File: src/rtl/rs_enc_sequencer.sv
// Frame sequencer for a systematic RS encoder: streams K message symbols through,
// then drains N-K parity symbols from the LFSR, with full output backpressure.
module rs_enc_sequencer #(
  parameter int SYM_W = 8,
  parameter int N     = 15,
  parameter int K     = 11,
  parameter int CNT_W = 4
) (
  input  logic             clk,
  input  logic             rst,
  input  logic             in_valid,
  input  logic [SYM_W-1:0] in_data,
  output logic             in_ready,
  output logic             enc_en,
  output logic             enc_first,
  output logic [SYM_W-1:0] enc_din,
  output logic             enc_shift,
  input  logic [SYM_W-1:0] enc_par,
  output logic             out_valid,
  output logic [SYM_W-1:0] out_data,
  output logic             out_sop,
  output logic             out_eop,
  input  logic             out_ready,
  output logic             busy,
  output logic [15:0]      cw_count
);

  typedef enum logic [1:0] {IDLE = 2'd0, MSG = 2'd1, PAR = 2'd2} state_t;

  localparam logic [CNT_W-1:0] MSG_LAST = CNT_W'(K - 1);
  localparam logic [CNT_W-1:0] PAR_LAST = CNT_W'(N - K - 1);
  localparam bit               ONE_MSG  = (K == 1);

  state_t             state_q, state_d;
  logic [CNT_W-1:0]   cnt_q, cnt_d;
  logic               out_valid_q, out_valid_d;
  logic [SYM_W-1:0]   out_data_q, out_data_d;
  logic               out_sop_q, out_sop_d;
  logic               out_eop_q, out_eop_d;
  logic [15:0]        cw_count_q, cw_count_d;
  logic               stall_s;
  logic               acc_s;

  // Handshake and LFSR controls are combinational so the LFSR never moves while stalled
  assign stall_s   = out_valid_q & ~out_ready;
  assign in_ready  = ~stall_s & ((state_q == IDLE) | (state_q == MSG));
  assign acc_s     = in_valid & in_ready;
  assign enc_en    = acc_s;
  assign enc_din   = in_data;
  assign enc_first = acc_s & (state_q == IDLE);
  assign enc_shift = (state_q == PAR) & ~stall_s;
  assign busy      = (state_q != IDLE);

  assign out_valid = out_valid_q;
  assign out_data  = out_data_q;
  assign out_sop   = out_sop_q;
  assign out_eop   = out_eop_q;
  assign cw_count  = cw_count_q;

  // Next-state, counter and output-register load decisions
  always_comb begin
    state_d     = state_q;
    cnt_d       = cnt_q;
    out_valid_d = out_valid_q;
    out_data_d  = out_data_q;
    out_sop_d   = out_sop_q;
    out_eop_d   = out_eop_q;
    cw_count_d  = cw_count_q;
    case (state_q)
      IDLE: begin
        if (acc_s) begin
          out_data_d  = in_data;
          out_sop_d   = 1'b1;
          out_eop_d   = 1'b0;
          out_valid_d = 1'b1;
          // K==1 skips MSG; the counter then indexes parity from zero
          if (ONE_MSG) begin
            cnt_d   = {CNT_W{1'b0}};
            state_d = PAR;
          end else begin
            cnt_d   = CNT_W'(1);
            state_d = MSG;
          end
        end else if (!stall_s) begin
          out_valid_d = 1'b0;
        end else begin
          out_valid_d = out_valid_q;
        end
      end
      MSG: begin
        if (acc_s) begin
          out_data_d  = in_data;
          out_sop_d   = 1'b0;
          out_eop_d   = 1'b0;
          out_valid_d = 1'b1;
          if (cnt_q == MSG_LAST) begin
            cnt_d   = {CNT_W{1'b0}};
            state_d = PAR;
          end else begin
            cnt_d = cnt_q + CNT_W'(1);
          end
        end else if (!stall_s) begin
          out_valid_d = 1'b0;
        end else begin
          out_valid_d = out_valid_q;
        end
      end
      PAR: begin
        if (!stall_s) begin
          out_data_d  = enc_par;
          out_sop_d   = 1'b0;
          out_eop_d   = (cnt_q == PAR_LAST);
          out_valid_d = 1'b1;
          if (cnt_q == PAR_LAST) begin
            cnt_d      = {CNT_W{1'b0}};
            cw_count_d = cw_count_q + 16'd1;
            state_d    = IDLE;
          end else begin
            cnt_d = cnt_q + CNT_W'(1);
          end
        end else begin
          cnt_d = cnt_q;
        end
      end
      default: begin
        state_d = IDLE;
        cnt_d   = {CNT_W{1'b0}};
      end
    endcase
  end

  // State, counter and output registers with synchronous reset
  always_ff @(posedge clk) begin
    if (rst) begin
      state_q     <= IDLE;
      cnt_q       <= {CNT_W{1'b0}};
      out_valid_q <= 1'b0;
      out_data_q  <= {SYM_W{1'b0}};
      out_sop_q   <= 1'b0;
      out_eop_q   <= 1'b0;
      cw_count_q  <= 16'd0;
    end else begin
      state_q     <= state_d;
      cnt_q       <= cnt_d;
      out_valid_q <= out_valid_d;
      out_data_q  <= out_data_d;
      out_sop_q   <= out_sop_d;
      out_eop_q   <= out_eop_d;
      cw_count_q  <= cw_count_d;
    end
  end

endmodule

File: config.mk
export PLATFORM = sky130hd
export DESIGN_NAME = rs_enc_sequencer
export DESIGN_NICKNAME = d
export VERILOG_FILES = /design/src/rtl/rs_enc_sequencer.sv
export SDC_FILE = /design/constraint.sdc
export NUM_CORES = 1
export LEC_CHECK = 0
export CORE_ASPECT_RATIO = 0.75
export CORE_MARGIN = 10
export CORE_UTILIZATION = 40
export CTS_CLUSTER_SIZE = 40
export DETAILED_ROUTE_END_ITERATION = 6
export PLACE_DENSITY = 0.71
export SLEW_MARGIN = 15
export SYNTH_ARGS = -nofsm -noshare
export SYNTH_HDL_FRONTEND = slang
export SYNTH_SLANG_ARGS = --single-unit
File: constraint.sdc
create_clock -name clk -period 2.6 [get_ports clk]
set_clock_uncertainty 0.15 [all_clocks]
set_input_delay 0.78 -clock clk [delete_from_list [all_inputs] [get_ports clk]]
set_output_delay 0.78 -clock clk [all_outputs]
set_load 0.005 [all_outputs]
==> results.py <==
metrics = {
    "power_and_ir_drop": {
        "netSwitchingFraction": 0.3035,
        "p_switching_mw": 0.5552,
        "comb_power_share": 0.391,
        "cellLeakagePower_nw": 1.028,
        "pwr-share-seq": 0.339,
        "power_mw": 1.830,
        "vdd_drop_max_mv": 0.4100,
        "intPower_mw": 1.274,
        "p_per_area_mw_per_mm2": 692.7,
        "p_clk_frac": 0.271,
    },
    "routing": {
        "postRouteAntennaNets": 0,
        "route.detailed.drc": 0,
        "wl_per_cell_um": 13.86,
        "first_pass_iters": 4,
        "drtIter0Drc": 72,
        "totalWireLength_um": 4532,
        "vias": 1691,
        "vias_per_cell": 5.171,
    },
    "clocking": {
        "clk_pin_slew_worst_paths_ns": 0.07,
        "numCtsBuffers": 5,
        "cts_tree": "yes",
        "cts_max_level": 2,
        "clock_path_buffers": 2,
        "cts-root-buf": "clkbuf_8",
        "holdBufCountCts": 0,
        "clock_latency_ns": 0.28,
        "numClockSinks": 33,
    },
    "finish": {
        "fin_nets": 297,
        "n_antenna_cell": 0,
        "drive_gt1_frac": 0.1370,
        "syn_to_final_growth_pct": 44.69,
        "fillers": 385,
    },
    "synth": {
        "seq_area_frac_synth": 0.3619,
        "synth_edf_count": 0,
        "ys.flop_type": "dfxtp_1",
        "ys_async_sr_fraction": 0,
        "syn_area_mm2": 0.001826,
        "synth_fp_nets": 232,
        "netlist_instances": 204,
        "yosysUniqueCellTypes": 46,
        "synth_seq_cells": 33,
        "synth_warnings": 0,
        "postSynthAreaPerCell_um2": 8.949,
    },
    "timing": {
        "holdWs_ns": 0.3178,
        "setup_viol": 0,
        "period_minus_slack_ns": 2.529,
        "tightestPinTransition_ns": 0.4559,
        "finalMaxSlewViolations": 0,
        "hold_viol_final": 0,
        "rsz0062_at_grt": "false",
        "post-route-period-util": 0.9728,
        "clock.fmax_mhz": 395.4,
        "slew-limit-headroom": 0.6918,
    },
    "job": {
        "cap_violations": 0,
    },
    "hold_path": {
        "worstHoldStart": "out_eop",
        "hp-class": "flip-flop to flip-flop",
        "hold_depth": 2,
        "whs_endpoint": "out_eop",
    },
    "die": {
        "core_area_mm2": 0.004441,
        "initial_core_util": 0.4111,
        "die-area_mm2": 0.007694,
        "dieWidth_um": 98.01,
        "die_h_um": 78.51,
        "rows": 21,
        "io_pins": 60,
    },
    "worst_setup_path": {
        "critPathMaxFanout": 3,
        "crit_arrival_ns": 1.60,
        "r2r-end": "cnt_q[3]",
        "reg2reg_slack_ns": 0.37,
        "ff2ff_path_depth": 7,
        "crit_path_start_kind": "input port",
        "crit_path_end_kind": "output port",
        "required_ns": 1.67,
        "crit_type": "input port to output port",
        "reg2reg_from": "state_q[1]",
    },
    "outcome": {
        "outcome": "finished clean",
    },
    "placement": {
        "port_buffers": 59,
        "dp_hpwl_um": 3377,
        "place_congestion": 0.7499,
    },
    "global_routing": {
        "grt_max_degree": 40,
        "grt_use_total": 0.1165,
        "grt_pass1_wl_um": 7410,
        "overflow": 0,
        "antenna_found_initial": 0,
        "grt_pass1_vias": 1591,
    },
}
[worst max path at each step]
stage / startpoint / end / slack, ns / cells after the start
final: out_ready / enc_en / 0.07 / 5
after global routing: out_ready / enc_en / 0.04 / 5
after CTS: in_valid / enc_first / 0.01 / 3
after detailed placement: out_ready / enc_en / -0.47 / 5
after global placement: out_ready / enc_en / -0.41 / 5
after floorplan: out_ready / enc_en / 0.37 / 3
[cells in the final DEF (no fill, tap or decap), types with 3 or more instances in the layout]
cell type	Yosys	routed
clkdlybuf4s50_1	0	44
dfxtp_1	33	31
nor2_1	23	23
buf_4	9	15
a21oi_1	14	14
dlygate4sd2_1	0	11
mux2i_1	10	10
inv_1	9	9
o21ai_0	8	8
ha_1	8	8
a211oi_1	7	7
nand4_1	6	6
or3_1	6	6
clkbuf_8	0	6
nand2b_1	5	5
nand3_1	5	5
xor2_1	5	5
o31ai_1	4	4
nand2_1	4	4
and3_1	3	3
nor2b_1	4	3
or4_1	3	3
[cell families after synthesis]
| group | share of synthesized area |
|---|---|
| AND/OR/NAND/NOR | 0.2543 |
| AO/OA/AOI/OAI | 0.1638 |
| flip-flops | 0.3619 |
| buffers and inverters | 0.08019 |
| multiplexers | 0.06100 |
| adder cells (fa/ha/maj) | 0.05483 |
| XOR/XNOR | 0.02399 |
[area by class of cell]
| type | instances | area, µm² | area share |
|---|---|---|---|
| inverters | 9 | 33.78 | 0.01279 |
| clock buffers | 7 | 86.33 | 0.03269 |
| clock inverters | 1 | 30.03 | 0.01137 |
| well taps | 57 | 71.32 | 0.02700 |
| repair buffers | 76 | 735.7 | 0.2785 |
| flip-flops and latches | 33 | 663.1 | 0.2511 |
| multi-input cells | 144 | 1021 | 0.3865 |
[synth_stat cells, types with 2 or more instances]
| master | count | share of area |
|---|---|---|
| dfxtp_1 | 33 | 0.36 |
| nor2_1 | 23 | 0.047 |
| a21oi_1 | 14 | 0.038 |
| mux2i_1 | 10 | 0.055 |
| buf_4 | 9 | 0.037 |
| inv_1 | 9 | 0.019 |
| ha_1 | 8 | 0.055 |
| o21ai_0 | 8 | 0.022 |
| a211oi_1 | 7 | 0.029 |
| nand4_1 | 6 | 0.021 |
| or3_1 | 6 | 0.021 |
| clkbuf_1 | 5 | 0.010 |
| nand2b_1 | 5 | 0.017 |
| nand3_1 | 5 | 0.014 |
| xor2_1 | 5 | 0.024 |
| nand2_1 | 4 | 0.0082 |
| nor2b_1 | 4 | 0.014 |
| o31ai_1 | 4 | 0.016 |
| and3_1 | 3 | 0.010 |
| buf_2 | 3 | 0.0082 |
| or4_1 | 3 | 0.012 |
| a211oi_2 | 2 | 0.014 |
| nand3b_1 | 2 | 0.0082 |
| nor3_1 | 2 | 0.0055 |
| nor4b_1 | 2 | 0.0096 |
| o41ai_1 | 2 | 0.0096 |
[power by group through the flow]
| stage | sequential, mW | clock (mW) | combinational (mW) |
|---|---|---|---|
| floorplan | 0.632 | 0 | 0.382 |
| global placement | 0.631 | 0 | 0.716 |
| detailed placement | 0.632 | 0 | 0.719 |
| CTS | 0.619 | 0.511 | 0.726 |
| global route | 0.631 | 0.528 | 0.787 |
| finish | 0.619 | 0.496 | 0.715 |
[critical path: stages]
cell and delay (ns):
dlygate4sd2_1 0.26, nor2b_2 0.13, nor2_1 0.06, and2_1 0.16, clkdlybuf4s15_2 0.21
[routing by layer]
layer,vias up,GRT usage,share of wire
met1,763,0.1314,0.45
met4,0,0.05217,0.016
met5,-,0,0
li1,862,-,-
met2,62,0.1730,0.41
met3,4,0.06999,0.12
[state kept, by name (all words and copies together) (netlist names)]
| register | flops |
|---|---|
| out_data | 8 |
| out_eop | 1 |
| state_q | 2 |
| out_valid | 1 |
| cw_count | 16 |
| cnt_q | 4 |
| out_sop | 1 |
[repair_timing]
action,in CTS,in global routing
resized for setup,17,4
setup buffers,2,0
endpoints found under the hold margin,0,0
setup endpoints to repair,13,3
[metrics by stage]
stage	util	worst slack, ns	cell area (µm²)	setup TNS [ns]	cells
after global placement	0.5658	-0.4090	2512	-2.357	317
after CTS	0.5928	0.01379	2633	0	327
after floorplan	-	0.3667	1826	0	204
after global routing	0.5948	0.04256	2641	0	327
final	0.5948	0.07074	2641	0	327
after detailed placement	0.5658	-0.4664	2512	-2.460	317
Power figures use the tool's default switching activity.
